===== config.mk =====
export PLATFORM = sky130hd
export DESIGN_NAME = mult_rr_arbiter_flat
export DESIGN_NICKNAME = d
export VERILOG_FILES = /design/src/rtl/mult_rr_arbiter_if.sv /design/src/rtl/mult_rr_arbiter.sv /design/src/flat_wrapper.sv
export SDC_FILE = /design/constraint.sdc
export NUM_CORES = 1
export LEC_CHECK = 0
export CAP_MARGIN = 10
export CORE_MARGIN = 4
export CORE_UTILIZATION = 51
export CTS_CLUSTER_SIZE = 8
export DETAILED_ROUTE_END_ITERATION = 10
export GPL_ROUTABILITY_DRIVEN = 0
export PLACE_DENSITY_LB_ADDON = 0.1
export SLEW_MARGIN = 0
export SYNTH_ARGS = -nofsm -noshare
export SYNTH_HDL_FRONTEND = slang
export SYNTH_SLANG_ARGS = --single-unit

===== constraint.sdc =====
create_clock -name clk -period 9.3 [get_ports clk]
set_input_delay 1.395 -clock clk [delete_from_list [all_inputs] [get_ports clk]]
set_output_delay 1.395 -clock clk [all_outputs]
set_load 0.005 [all_outputs]

===== src/rtl/mult_rr_arbiter_if.sv =====
// Handshake bundle between requesters, the shared-multiplier arbiter and the product consumer.
// Requesters and consumer sit on the master side; the arbiter uses the slave modport.
interface mult_rr_arbiter_if #(
  parameter int unsigned NUM_REQ     = 4,
  parameter int unsigned INPUT_WIDTH = 16
);
  localparam int unsigned ID_W = $clog2(NUM_REQ);

  logic [NUM_REQ-1:0]             req_valid;
  logic [NUM_REQ-1:0]             req_ready;
  logic [NUM_REQ*INPUT_WIDTH-1:0] req_in0;
  logic [NUM_REQ*INPUT_WIDTH-1:0] req_in1;
  logic                           out_valid;
  logic                           out_ready;
  logic [ID_W-1:0]                out_id;
  logic [2*INPUT_WIDTH-1:0]       product;

  modport master (
    output req_valid, req_in0, req_in1, out_ready,
    input  req_ready, out_valid, out_id, product
  );

  modport slave (
    input  req_valid, req_in0, req_in1, out_ready,
    output req_ready, out_valid, out_id, product
  );
endinterface


===== src/rtl/mult_rr_arbiter.sv =====
// Round-robin arbiter feeding one pipelined multiplier; each product leaves LATENCY
// register stages after acceptance, tagged with the requester index.
module mult_rr_arbiter #(
  parameter int unsigned NUM_REQ     = 4,
  parameter int unsigned INPUT_WIDTH = 16,
  parameter bit          IS_SIGNED   = 1'b0,
  parameter int unsigned LATENCY     = 2
) (
  input logic              clk,
  input logic              rst,
  mult_rr_arbiter_if.slave bus
);
  localparam int unsigned ID_W = $clog2(NUM_REQ);
  localparam int unsigned PW   = 2 * INPUT_WIDTH;

  logic [ID_W-1:0]        ptr;
  logic [ID_W-1:0]        grant;
  logic [ID_W-1:0]        idx;
  logic                   found;
  logic                   adv;
  logic                   xfer;
  logic [INPUT_WIDTH-1:0] op0;
  logic [INPUT_WIDTH-1:0] op1;
  logic [PW-1:0]          ext0;
  logic [PW-1:0]          ext1;
  logic [PW-1:0]          mul;

  logic                   vld_q  [LATENCY];
  logic [ID_W-1:0]        id_q   [LATENCY];
  logic [PW-1:0]          prod_q [LATENCY];

  // Any output stall freezes the whole pipe and the pointer together.
  assign adv  = !bus.out_valid || bus.out_ready;
  assign xfer = found && adv && !rst;

  always_comb begin
    found = 1'b0;
    grant = '0;
    idx   = '0;
    for (int unsigned i = 0; i < NUM_REQ; i++) begin
      idx = ID_W'((32'(ptr) + i) % NUM_REQ);
      if (!found && bus.req_valid[idx]) begin
        found = 1'b1;
        grant = idx;
      end
    end
  end

  always_comb begin
    bus.req_ready = '0;
    if (xfer) bus.req_ready[grant] = 1'b1;
  end

  always_comb begin
    op0 = '0;
    op1 = '0;
    for (int unsigned i = 0; i < NUM_REQ; i++) begin
      if (grant == ID_W'(i)) begin
        op0 = bus.req_in0[i*INPUT_WIDTH +: INPUT_WIDTH];
        op1 = bus.req_in1[i*INPUT_WIDTH +: INPUT_WIDTH];
      end
    end
  end

  // Extending to the full product width first makes the truncated product exact for both signednesses.
  assign ext0 = IS_SIGNED ? {{INPUT_WIDTH{op0[INPUT_WIDTH-1]}}, op0} : {{INPUT_WIDTH{1'b0}}, op0};
  assign ext1 = IS_SIGNED ? {{INPUT_WIDTH{op1[INPUT_WIDTH-1]}}, op1} : {{INPUT_WIDTH{1'b0}}, op1};
  assign mul  = ext0 * ext1;

  always_ff @(posedge clk or posedge rst) begin
    if (rst) begin
      ptr <= '0;
      for (int unsigned k = 0; k < LATENCY; k++) begin
        vld_q[k]  <= 1'b0;
        id_q[k]   <= '0;
        prod_q[k] <= '0;
      end
    end else if (adv) begin
      vld_q[0]  <= xfer;
      id_q[0]   <= grant;
      prod_q[0] <= mul;
      for (int unsigned k = 1; k < LATENCY; k++) begin
        vld_q[k]  <= vld_q[k-1];
        id_q[k]   <= id_q[k-1];
        prod_q[k] <= prod_q[k-1];
      end
      if (xfer) ptr <= (grant == ID_W'(NUM_REQ - 1)) ? '0 : grant + 1'b1;
    end
  end

  assign bus.out_valid = vld_q[LATENCY-1];
  assign bus.out_id    = id_q[LATENCY-1];
  assign bus.product   = prod_q[LATENCY-1];
endmodule

===== src/flat_wrapper.sv =====
// flat-port wrapper written by rule: the top's interface ports become plain ports
module mult_rr_arbiter_flat 
#(
  parameter int unsigned NUM_REQ     = 4,
  parameter int unsigned INPUT_WIDTH = 16,
  parameter bit          IS_SIGNED   = 1'b0,
  parameter int unsigned LATENCY     = 2
)
  (clk, rst, bus_req_valid, bus_req_in0, bus_req_in1, bus_out_ready, bus_req_ready, bus_out_valid, bus_out_id, bus_product);
  mult_rr_arbiter_if #(.NUM_REQ(NUM_REQ), .INPUT_WIDTH(INPUT_WIDTH)) bus_i ();
  input logic clk;
  input logic rst;
  input wire logic [$bits(bus_i.req_valid)-1:0] bus_req_valid;
  input wire logic [$bits(bus_i.req_in0)-1:0] bus_req_in0;
  input wire logic [$bits(bus_i.req_in1)-1:0] bus_req_in1;
  input wire logic [$bits(bus_i.out_ready)-1:0] bus_out_ready;
  output wire logic [$bits(bus_i.req_ready)-1:0] bus_req_ready;
  output wire logic [$bits(bus_i.out_valid)-1:0] bus_out_valid;
  output wire logic [$bits(bus_i.out_id)-1:0] bus_out_id;
  output wire logic [$bits(bus_i.product)-1:0] bus_product;
  assign bus_i.req_valid = bus_req_valid;
  assign bus_i.req_in0 = bus_req_in0;
  assign bus_i.req_in1 = bus_req_in1;
  assign bus_i.out_ready = bus_out_ready;
  assign bus_req_ready = bus_i.req_ready;
  assign bus_out_valid = bus_i.out_valid;
  assign bus_out_id = bus_i.out_id;
  assign bus_product = bus_i.product;
  mult_rr_arbiter #(.NUM_REQ(NUM_REQ), .INPUT_WIDTH(INPUT_WIDTH), .IS_SIGNED(IS_SIGNED), .LATENCY(LATENCY)) u_core (.clk(clk), .rst(rst), .bus(bus_i));
endmodule

; ---- Word-level counts from Yosys, hierarchy flattened
; Cells that the tools add are included.
[word_totals]
output_inout_bits = 39
elab_cells = 63
reg_bits = 72
in_bits = 135
[op_classes]
add_sub_neg = 4
n_eq_ne = 3
n_lt_le_gt_ge = 6
mux = 28
mul = 1
n_reduce_logical = 14
[op_table]
columns = op, n
row1 = two-way mux 16 bit, 8
row2 = multiplier 16 x 16 -> 32 bit, 1
row3 = less-than comparator 2 x 3 -> 1 bit (second input constant), 5
row4 = two-way mux 2 bit, 5
row5 = two-way mux 1 bit, 9
row6 = binary-select mux 1 bit (select 2 bit), 4
row7 = logical AND 1 bit, 6
row8 = logical NOT 1 bit, 5
row9 = adder 2 x 1 -> 2 bit (second input constant), 2
row10 = adder 2 bit (second input constant), 2
row11 = == test 2 bit (second input constant), 2
row12 = two-way mux 4 bit, 1
row13 = demux 1 bit (select 2 bit), 1
row14 = == test 2 x 1 -> 1 bit (second input constant), 1
row15 = greater-or-equal comparator 2 x 1 -> 1 bit (second input constant), 1
row16 = logical NOT 2 bit, 1
row17 = AND reduction 2 bit, 1
row18 = logical OR 1 bit, 1

; ---- Depth between registers and ports, before layout
; Gate-level depths: netlist of run 1.
[logic_depth]
ltp_word = 18
ltp_mapped = 35
depth_no_buf = 31

; ---- Worst setup path after synthesis of run 1
; Ideal clock, no wire load.
[synth_timing]
kind = input -> register
from = input bus_req_valid[2]
to = register u_core.prod_q[54] (netlist name)
setup_slack_ns = 0.934
setup_ns = 0.092
t_arrival_ns = 8.274
required_time_ns = 9.208
path_stages = 30
n_path_buf = 4
cell_sequence = mux2i_1 nor2_1 nor3_1 inv_1 ha_1 clkbuf_1 buf_1 a21oi_1 nor2_1 a21oi_1 clkbuf_1 nor2_1 fa_1 inv_1 fa_1 inv_1 fa_1 fa_1 fa_1 inv_1 fa_1 inv_1 ha_1 buf_6 a21o_1 a21o_1 a2111oi_2 a21oi_2 o21a_1 o31ai_2
[synth_via]
elab_chain_len = 18
word_cells_on_any_way = 34
classes_between = 1 x mul / 3 x eq/ne / 23 x mux / 7 x reduce/logical
[synth_rtl]
columns = item, line_no
row1 = "start, declared", flat_wrapper.sv:13  ; input wire logic [$bits(bus_i.req_valid)-1:0] bus_req_valid;
row2 = binary-select mux 1 bit (select 2 bit), mult_rr_arbiter.sv:42  ; if (!found && bus.req_valid[idx]) begin
row3 = two-way mux 1 bit (implied by the code), mult_rr_arbiter.sv:42
row4 = two-way mux 1 bit, mult_rr_arbiter.sv:42
row5 = logical NOT 1 bit, mult_rr_arbiter.sv:42
row6 = logical AND 1 bit, mult_rr_arbiter.sv:42
row7 = two-way mux 1 bit, mult_rr_arbiter.sv:42
row8 = logical NOT 1 bit, mult_rr_arbiter.sv:42
row9 = logical AND 1 bit, mult_rr_arbiter.sv:42
row10 = two-way mux 1 bit, mult_rr_arbiter.sv:42
row11 = logical NOT 1 bit, mult_rr_arbiter.sv:42
row12 = logical AND 1 bit, mult_rr_arbiter.sv:42
row13 = two-way mux 2 bit (*), mult_rr_arbiter.sv:42
row14 = via u_core.grant[0], mult_rr_arbiter.sv:17  ; logic [ID_W-1:0] grant;
row15 = logical NOT 2 bit, mult_rr_arbiter.sv:58  ; if (grant == ID_W'(i)) begin
row16 = two-way mux 16 bit (4 in series), mult_rr_arbiter.sv:58
row17 = multiplier 16 x 16 -> 32 bit (*), mult_rr_arbiter.sv:68  ; assign mul = ext0 * ext1;
row18 = "end signal, assigned by index", mult_rr_arbiter.sv:85  ; prod_q[k] <= prod_q[k-1];
row19 = "end, declared", mult_rr_arbiter.sv:30  ; logic [PW-1:0] prod_q [LATENCY];
; The timed path passes the listed nets; every way through them passes the cells marked *. The select of a mux whose other input is x is not followed.
; A chain may end at the register's enable or synchronous reset.

; ---- Worst setup path in the final report of run 1
[layout_timing]
from = input bus_req_valid[0]
to = register u_core.prod_q[62] (netlist name)
; The elaborated chain is that of the path after synthesis.

==> results of run 1 <==
[tightest hold or removal path, cell delays in order, from the launching register on]
cell and delay (ps):
sky130_fd_sc_hd__dfrtp_1 340, sky130_fd_sc_hd__nand2_1 50, sky130_fd_sc_hd__nand2_1 50
[cell families (layout without fill, tap and decap cells)]
kind of cell | after synthesis | in the layout | synth area share
adders and majority gates | 302 | 302 | 0.411
AOI/OAI and AO/OA | 257 | 257 | 0.125
and+or+nand+nor | 588 | 588 | 0.196
DFF | 72 | 72 | 0.142
xor gates and xnor gates | 19 | 19 | 0.0131
buffers and inverters | 337 | 493 | 0.112
muxes | 2 | 2 | 0.00167
[registers in the layout, summed over array words and instances, names as in the netlist]
signal                count
u_core.prod_q            32
u_core.vld_q              1
u_core.bus.out_valid      1
u_core.bus.product       32
u_core.bus.out_id         2
u_core.id_q               2
u_core.ptr                2
[final cells by class]
type	instances	area [µm²]	share of cell area
inverter	225	845	0.0551
clock inverter	5	62.6	0.00408
tap	324	405	0.0264
timing repair buffer	252	2420	0.158
clock buffer	11	253	0.0165
sequential	72	1800	0.118
multi-input combinational	1168	9550	0.623
[metrics by stage]
stage / hold slack, ps / TNS (ps) / utilization / instances / setup WS (ps)
2_1_floorplan: 435 / 0 / - / 1577 / 934
3_3_place_gp: 447 / 0 / 0.613 / 2041 / 68.9
3_5_place_dp: 454 / -240 / 0.613 / 2041 / -86.1
4_1_cts: 467 / 0 / 0.626 / 2057 / 256
5_1_grt: 490 / 0 / 0.627 / 2057 / 6.42
6_report: 462 / 0 / 0.627 / 2057 / 335
[metal layers]
metal / vias up / share of wire
met5: - / 0
met4: 0 / 0.041
li1: 5227 / -
met2: 415 / 0.50
met1: 5487 / 0.39
met3: 76 / 0.069
[layout by cell type (no fill, tap or decap), types with 9 or more instances in the layout]
cell	netlist	final
sky130_fd_sc_hd__ha_1	108	105
sky130_fd_sc_hd__a21o_1	37	35
sky130_fd_sc_hd__dfrtp_1	72	72
sky130_fd_sc_hd__clkbuf_16	0	9
sky130_fd_sc_hd__nand3b_1	25	25
sky130_fd_sc_hd__xnor2_1	9	9
sky130_fd_sc_hd__buf_4	34	71
sky130_fd_sc_hd__inv_1	225	224
sky130_fd_sc_hd__o21ai_0	21	21
sky130_fd_sc_hd__nor2_1	191	191
sky130_fd_sc_hd__clkdlybuf4s50_1	0	173
sky130_fd_sc_hd__a21oi_1	135	135
sky130_fd_sc_hd__nand2b_1	14	13
sky130_fd_sc_hd__xor2_1	10	10
sky130_fd_sc_hd__nor3_1	11	11
sky130_fd_sc_hd__fa_1	194	194
sky130_fd_sc_hd__nand2_1	302	302
[path summary, 6_finish.rpt]
kind	from	to	slack, ps
max	bus_req_valid[0]	u_core.prod_q[62]	330
min	u_core.bus.product[10]	u_core.bus.product[10]	460
max reg2reg	u_core.ptr[1]	u_core.prod_q[62]	1470
min reg2reg	u_core.bus.product[10]	u_core.bus.product[10]	460
max in group asynchronous	rst	u_core.bus.product[14]	6970
min in group asynchronous	rst	u_core.id_q[3]	1680
[what timing repair did]
| action | 4_1_cts | 5_1_grt |
|---|---|---|
| setup buffers | 0 | 0 |
| endpoints found under the setup margin | 0 | 11 |
| gates resized for setup | 0 | 5 |
| endpoints found under the hold margin | 0 | 0 |
==> impl_metrics.json, run 1 <==
{
  "outcome": "completed",
  "synthesis.area_mm2": 0.0127,
  "worst_r2r_path_depth": 31,
  "ys_ff_latch": 72,
  "timing_hold_violations_final": 0,
  "timing_worst_setup_path_type": "primary input to register",
  "floorplan.initialDensity": 0.520,
  "fillCellCount": 2198,
  "synth_top_cells_by_count": "sky130_fd_sc_hd__nand2_1, sky130_fd_sc_hd__inv_1, sky130_fd_sc_hd__fa_1",
  "critical-path-top-delay-family": "adder cells",
  "post-dp-hpwl_mm": 31.3,
  "grt_use_met3": 0.0464,
  "synthCells": 1577,
  "postSynthNetCount": 2014,
  "cp_num_buf_inv": 8,
  "clock_skew_ps": 6.83,
  "routed-via-count": 11205,
  "synth_top_area_share": 0.305,
  "globalRouteOverflowTotal": 0,
  "antenna_found_initial": 0,
  "global_route.usage.total": 0.268,
  "ys.warnings.count": 0,
  "setup_violations": 0,
  "clk_lat_worst_skew_ps": 330,
  "use_met2": 0.468,
  "cts_hold_buf": 0,
  "cts.sinks": 72,
  "grt_max_degree": 84,
  "cts_tree": "done",
  "routed_wirelength_mm": 36.8,
  "n_diodes": 0,
  "detail_route.vias_per_cell": 5.45,
  "drtIter0Drc": 944,
  "cp-start-kind": "primary input",
  "buffers_added_on_ports": 173,
  "crit_path_max_fanout": 15,
  "core_area_mm2": 0.0245,
  "hold_path_class": "register to register",
  "num-nets-final": 2165,
  "ys_seq_area_frac": 0.142,
  "crit_path_max_incr_delay_ps": 550,
  "cts.path.max_buffers": 2,
  "global_route_wire_length_before_repair_mm": 59.5,
  "h_tree_level_count": 3,
  "fmax_ghz": 0.112,
  "critical_path_depth_in_cells": 31,
  "min_delay_path_depth": 2,
  "period_share": 0.964,
  "reg_clk_slew_reported_paths_ps": 60,
  "postSynthAreaPerCell_um2": 8.07,
  "slew-limit-headroom": 0.375,
  "critical_path_arrival_ps": 9200,
  "cts-buffers-inserted": 9,
  "stdcell_area_mm2": 0.0153,
  "post_route_cells_drive_above_1_share": 0.0727,
  "most_repeated_cell_in_the_gate_level_netlist_after_synthesis": "sky130_fd_sc_hd__nand2_1",
  "grt_busiest_layer": "met2",
  "die_x_um": 166,
  "core.rowCount": 57,
  "synth.top_cells.by_area": "sky130_fd_sc_hd__fa_1, sky130_fd_sc_hd__dfrtp_1, sky130_fd_sc_hd__ha_1",
  "crit_slowest_cell": "sky130_fd_sc_hd__clkdlybuf4s50_1",
  "first_pass_iters": 6,
  "synth-edff-count": 0,
  "final_max_slew_viol_count": 0,
  "floorplan.die.height_um": 166,
  "post_synth_num_cell_types": 64,
  "library_cell_with_the_largest_summed_area_after_synthesis": "sky130_fd_sc_hd__fa_1",
  "grt.met1_usage": 0.336,
  "drc": 0,
  "place_area_mm2": 0.0150,
  "vias_in_the_first_global_route": 11679,
  "worst_ep_required_time_ps": 9540,
  "synth_top_flop_cell": "sky130_fd_sc_hd__dfrtp_1",
  "ys_async_sr_fraction": 1.00,
  "syn2layout_area_growth_pct": 20.4,
  "rsz0062_at_grt": "false",
  "design.portCount": 174,
  "setup.worst_path.end_class": "register",
  "fin_crit_ps": 8970,
  "master_cell_of_the_clock_root_buffer": "sky130_fd_sc_hd__clkbuf_16",
  "overall_die_area_mm2": 0.0276,
  "timing_worst_slew_pin_value_ps": 937,
  "ant_nets": 0,
  "timing.max_cap.violations": 0,
  "wire_per_inst_um": 17.9
}
Power of run 1 is left out: the tool's default activity adds up to more than one toggle a clock period on the data nets, which glitch-free logic cannot reach.
==> run 2, diff against run 1 <==
--- a/config.mk
+++ b/config.mk
@@ -11,7 +11,7 @@
 export CTS_CLUSTER_SIZE = 8
 export DETAILED_ROUTE_END_ITERATION = 10
 export GPL_ROUTABILITY_DRIVEN = 0
-export PLACE_DENSITY_LB_ADDON = 0.1
+export PLACE_DENSITY = 0.82
 export SLEW_MARGIN = 0
 export SYNTH_ARGS = -nofsm -noshare
 export SYNTH_HDL_FRONTEND = slang
==> run 2 against run 1 <==
- clock-buffer cell count rose by 2
- clock skew fell by 0.97 ps
- register-to-register slack improved by 40 ps
- cell count rose by 0.34%
- global-route usage fell by 1.1 points
- flip-flop and latch count did not move
- core utilization fell by 0.067 points
- hold slack got worse by 1.4 ps
- final area fell by 0.11%
- non-clock buffer count rose by 9
- via count rose by 3.0%
- critical path type unchanged
- largest cell class unchanged
- highest routed layer unchanged
==> impl_metrics.json, run 2 (synthesized netlist as in run 1, its figures left out) <==
{
  "core.rowCount": 57,
  "worst_ep_required_time_ps": 9530,
  "floorplan.initialDensity": 0.520,
  "crit_path_max_fanout": 25,
  "drc": 0,
  "met3RoutedLength_mm": 3.12,
  "slew-limit-headroom": 0.310,
  "mostFrequentLayoutCell": "sky130_fd_sc_hd__nand2_1",
  "vias_in_the_first_global_route": 11836,
  "post-dp-hpwl_mm": 30.0,
  "fillCellCount": 2086,
  "worst_hold_margin_ps": 461,
  "cts_tree": "done",
  "overall_die_area_mm2": 0.0276,
  "grt_max_degree": 84,
  "cts.path.max_buffers": 2,
  "global_route.usage.total": 0.257,
  "h_tree_level_count": 3,
  "ant_nets": 0,
  "most-common-layout-cells": "sky130_fd_sc_hd__nand2_1, sky130_fd_sc_hd__inv_1, sky130_fd_sc_hd__fa_1, sky130_fd_sc_hd__nor2_1, sky130_fd_sc_hd__clkdlybuf4s50_1",
  "design.portCount": 174,
  "cts.sinks": 72,
  "floorplan.die.height_um": 166,
  "cp-start-kind": "primary input",
  "setup_violations": 0,
  "multiInputGateArea_mm2": 0.00953,
  "final_max_slew_viol_count": 0,
  "drtIter0Drc": 862,
  "first_pass_iters": 6,
  "final-instance-count-excl-fill": 2064,
  "cts-buffers-inserted": 9,
  "m1_wl_mm": 12.9,
  "syn2layout_area_growth_pct": 20.3,
  "wire_length_on_met2_mm": 18.2,
  "num-nets-final": 2174,
  "critical_path_arrival_ps": 9200,
  "hold_path_class": "register to register",
  "antenna_found_initial": 0,
  "setup.worst_path.end_class": "register",
  "outcome": "completed",
  "detail_route.vias_per_cell": 5.59,
  "wire_per_inst_um": 17.4,
  "globalRouteOverflowTotal": 0,
  "postCtsSetupBuffers": 0,
  "period_share": 0.964,
  "cts_hold_buf": 0,
  "timing_hold_violations_final": 0,
  "rsz0062_at_grt": "false",
  "timing.max_cap.violations": 0,
  "die_x_um": 166,
  "routed-via-count": 11539,
  "fmax_ghz": 0.112,
  "dr.max_layer_used": "met4",
  "placed_cells": 2050,
  "clk_lat_worst_skew_ps": 330,
  "global_route_wire_length_before_repair_mm": 57.9,
  "timing_worst_slew_pin_value_ps": 1030,
  "core_area_mm2": 0.0245,
  "reg_clk_slew_reported_paths_ps": 50,
  "cts_resized": 0,
  "master_cell_of_the_clock_root_buffer": "sky130_fd_sc_hd__clkbuf_16",
  "r2r_slack_ps": 1510,
  "timing_worst_setup_path_type": "primary input to register",
  "post_route_cells_drive_above_1_share": 0.0736,
  "fin_crit_ps": 8960,
  "final_core_util": 0.626,
  "buffers_added_on_ports": 173,
  "layout.area.seq_mm2": 0.00180,
  "n_diodes": 0,
  "clock_skew_ps": 5.86,
  "routed_wirelength_mm": 35.9
}
[run 2: cell count changes in the layout (fill, tap and decap cells not counted), sizes merged]
cell,change
clkbuf,+2
bufinv,-1
clkinv,+1
buf,+9
clkinvlp,-2
inv,-2
[run 2: final timing paths]
check | from | cells past startpoint | to
setup / recovery | bus_req_valid[0] | 28 | u_core.prod_q[54]
hold / removal | u_core.bus.product[6] | 2 | u_core.bus.product[6]
setup reg to reg | u_core.ptr[1] | 27 | u_core.prod_q[54]
hold reg to reg | u_core.bus.product[6] | 2 | u_core.bus.product[6]
max in group asynchronous | rst | 3 | u_core.bus.product[6]
min in group asynchronous | rst | 3 | u_core.ptr[0]
[run 2: worst max-delay path: stages]
cell and delay, ps:
sky130_fd_sc_hd__clkdlybuf4s50_1 550, sky130_fd_sc_hd__a21oi_1 90, sky130_fd_sc_hd__o21a_1 180, sky130_fd_sc_hd__o22ai_1 300
sky130_fd_sc_hd__ha_1 280, sky130_fd_sc_hd__buf_4 320, sky130_fd_sc_hd__nand3b_1 110, sky130_fd_sc_hd__a21oi_1 150
sky130_fd_sc_hd__a21oi_1 50, sky130_fd_sc_hd__nor2_1 130, sky130_fd_sc_hd__a21o_1 410, sky130_fd_sc_hd__nand2_1 150
sky130_fd_sc_hd__fa_1 520, sky130_fd_sc_hd__fa_1 550, sky130_fd_sc_hd__inv_1 60, sky130_fd_sc_hd__fa_1 490
sky130_fd_sc_hd__fa_1 530, sky130_fd_sc_hd__fa_1 500, sky130_fd_sc_hd__inv_1 50, sky130_fd_sc_hd__fa_1 480
sky130_fd_sc_hd__inv_1 40, sky130_fd_sc_hd__ha_1 340, sky130_fd_sc_hd__a21o_1 230, sky130_fd_sc_hd__a21o_1 190
sky130_fd_sc_hd__a2111oi_2 470, sky130_fd_sc_hd__a21oi_2 180, sky130_fd_sc_hd__o21a_1 210, sky130_fd_sc_hd__o31ai_2 220
[run 2: stage by stage]
| step | setup TNS, ps | setup WS (ps) | area [µm²] |
|---|---|---|---|
| 2_1_floorplan | 0 | 934 | 12700 |
| 4_1_cts | 0 | 279 | 15300 |
| 3_3_place_gp | 0 | 233 | 15000 |
| 6_report | 0 | 337 | 15300 |
| 5_1_grt | 0 | 33.1 | 15300 |
| 3_5_place_dp | -125 | -70.4 | 15000 |
[run 2: final cells by class]
type	count	area share
Tap cell	324	0.0265
Timing Repair Buffer	261	0.162
Sequential cell	72	0.118
Clock inverter	1	0.000327
Multi-Input combinational cell	1168	0.622
Inverter	225	0.0552
Clock buffer	13	0.0163
[run 2: metal layers]
| layer | global-route usage | up-vias |
|---|---|---|
| met4 | 0.0979 | 0 |
| met2 | 0.448 | 542 |
| met3 | 0.0724 | 160 |
| li1 | - | 5241 |
| met1 | 0.303 | 5596 |
| met5 | 0 | - |
Power of run 2 is left out for the same reason.
==> run 3, diff against run 2 <==
--- a/config.mk
+++ b/config.mk
@@ -6,12 +6,14 @@
 export NUM_CORES = 1
 export LEC_CHECK = 0
 export CAP_MARGIN = 10
-export CORE_MARGIN = 4
-export CORE_UTILIZATION = 51
+export CELL_PAD_IN_SITES_DETAIL_PLACEMENT = 1
+export CELL_PAD_IN_SITES_GLOBAL_PLACEMENT = 1
+export CORE_MARGIN = 8
+export CORE_UTILIZATION = 43
 export CTS_CLUSTER_SIZE = 8
 export DETAILED_ROUTE_END_ITERATION = 10
 export GPL_ROUTABILITY_DRIVEN = 0
-export PLACE_DENSITY = 0.82
+export PLACE_DENSITY = 0.9
 export SLEW_MARGIN = 0
 export SYNTH_ARGS = -nofsm -noshare
 export SYNTH_HDL_FRONTEND = slang
==> run 3 against run 2 <==
- first-iteration DRC count is 8.0% higher
- routed wire length is 34% higher
- sequential share of layout area is 0.18 points lower
- die area is 28% higher
- critical endpoint is now u_core.prod_q[53]
==> impl_metrics.json, run 3 (synthesized netlist as in run 1, its figures left out) <==
{
  "outcome": "completed",
  "overall_die_area_mm2": 0.0354,
  "grt_max_degree": 84,
  "critical-path-top-cell-by-count": "sky130_fd_sc_hd__fa_1",
  "min_delay_path_depth": 2,
  "floorplan.initialDensity": 0.433,
  "timing_hold_violations_final": 0,
  "r2r_slack_ps": 1320,
  "fin_crit_ps": 8980,
  "multiInputGateArea_mm2": 0.00957,
  "detail_route.vias_per_cell": 5.67,
  "worst_hold_margin_ps": 463,
  "clock_skew_ps": 7.39,
  "met3RoutedLength_mm": 3.29,
  "clk_lat_worst_skew_ps": 340,
  "final_max_slew_viol_count": 0,
  "cp-startpoint": "bus_req_valid[0]",
  "cts.sinks": 72,
  "routed_wirelength_mm": 48.1,
  "setup.worst_path.end_class": "register",
  "worst_r2r_path_depth": 30,
  "ant_nets": 0,
  "reg_clk_slew_reported_paths_ps": 60,
  "post_route_cells_drive_above_1_share": 0.0847,
  "core_area_mm2": 0.0294,
  "timing_worst_slew_pin_value_ps": 903,
  "layout.area.seq_mm2": 0.00180,
  "critical_path_arrival_ps": 9230,
  "cts.path.max_buffers": 2,
  "period_share": 0.965,
  "fillCellCount": 3511,
  "setup_violations": 0,
  "global_route.usage.total": 0.267,
  "mostFrequentLayoutCell": "sky130_fd_sc_hd__nand2_1",
  "floorplan.die.height_um": 188,
  "wire_length_on_met2_mm": 24.5,
  "global_route_wire_length_before_repair_mm": 74.7,
  "design.portCount": 174,
  "post-dp-hpwl_mm": 39.7,
  "cts-buffers-inserted": 9,
  "n_diodes": 0,
  "die_x_um": 188,
  "crit_path_max_incr_delay_ps": 560,
  "dr.max_layer_used": "met4",
  "worst_ep_required_time_ps": 9550,
  "crit_slowest_cell": "sky130_fd_sc_hd__fa_1",
  "hold_path_class": "register to register",
  "drc": 0,
  "rsz0062_at_grt": "false",
  "m1_wl_mm": 17.0,
  "globalRouteOverflowTotal": 0,
  "cts_hold_buf": 0,
  "cp-start-kind": "primary input",
  "first_pass_iters": 5,
  "antenna_found_initial": 0,
  "h_tree_level_count": 3,
  "syn2layout_area_growth_pct": 22.1,
  "core.rowCount": 63,
  "slew-limit-headroom": 0.398,
  "cts_tree": "done",
  "crit_path_max_fanout": 29,
  "buffers_added_on_ports": 173,
  "fmax_ghz": 0.111,
  "worstHoldStart": "u_core.bus.out_id[0]",
  "num-nets-final": 2180,
  "most-common-layout-cells": "sky130_fd_sc_hd__nand2_1, sky130_fd_sc_hd__inv_1, sky130_fd_sc_hd__fa_1, sky130_fd_sc_hd__nor2_1, sky130_fd_sc_hd__clkdlybuf4s50_1",
  "worstReg2RegEnd": "u_core.prod_q[53]",
  "wire_per_inst_um": 22.5,
  "routed-via-count": 12131,
  "r2r_start": "u_core.ptr[1]",
  "timing.max_cap.violations": 0,
  "hold-path-endpoint": "u_core.bus.out_id[0]",
  "master_cell_of_the_clock_root_buffer": "sky130_fd_sc_hd__clkbuf_16",
  "drtIter0Drc": 931,
  "timing_worst_setup_path_type": "primary input to register",
  "vias_in_the_first_global_route": 13982
}
-- run 3: worst max path at each step --
stage | to | depth (start not counted)
after CTS | u_core.prod_q[61] | 30
final | u_core.prod_q[53] | 31
after global routing | u_core.prod_q[54] | 31
after global placement | u_core.prod_q[54] | 28
after detailed placement | u_core.prod_q[61] | 30
after floorplan | u_core.prod_q[54] | 30
-- run 3: cell type report --
cell class / instances / share of cell area
Inverter: 225 / 0.0543
Sequential cell: 72 / 0.116
Clock buffer: 10 / 0.0147
Clock inverter: 6 / 0.00579
Timing Repair Buffer: 267 / 0.162
Tap cell: 390 / 0.0314
Multi-Input combinational cell: 1168 / 0.616
-- run 3: timing repair --
item	4_1_cts	5_1_grt
setup buffers	0	1
gates resized for setup	0	18
setup endpoints to repair	0	16
-- run 3: worst max-delay path, delay by kind of cell --
family                     cells  cell delay, ps
buffers and inverters          7            1070
muxes                          1             170
AOI/OAI and AO/OA              9            2090
and+or+nand+nor                6             870
adders and majority gates      8            3610
-- run 3: layer usage --
layer / global-route usage / up-vias
met2: 0.472 / 562
met4: 0.168 / 0
li1: - / 5253
met5: 0 / -
met3: 0.0542 / 209
met1: 0.289 / 6107
-- run 3: stage by stage --
step	setup WS (ps)	cell area, µm²	utilization	TNS (ps)	std cells
after floorplan	934	12700	-	0	1577
after global placement	163	15100	0.515	0	2120
after detailed placement	-218	15100	0.515	-1120	2120
after CTS	127	15500	0.526	0	2136
after global routing	43.7	15500	0.529	0	2138
final	321	15500	0.529	0	2138
Power of run 3 is left out for the same reason.
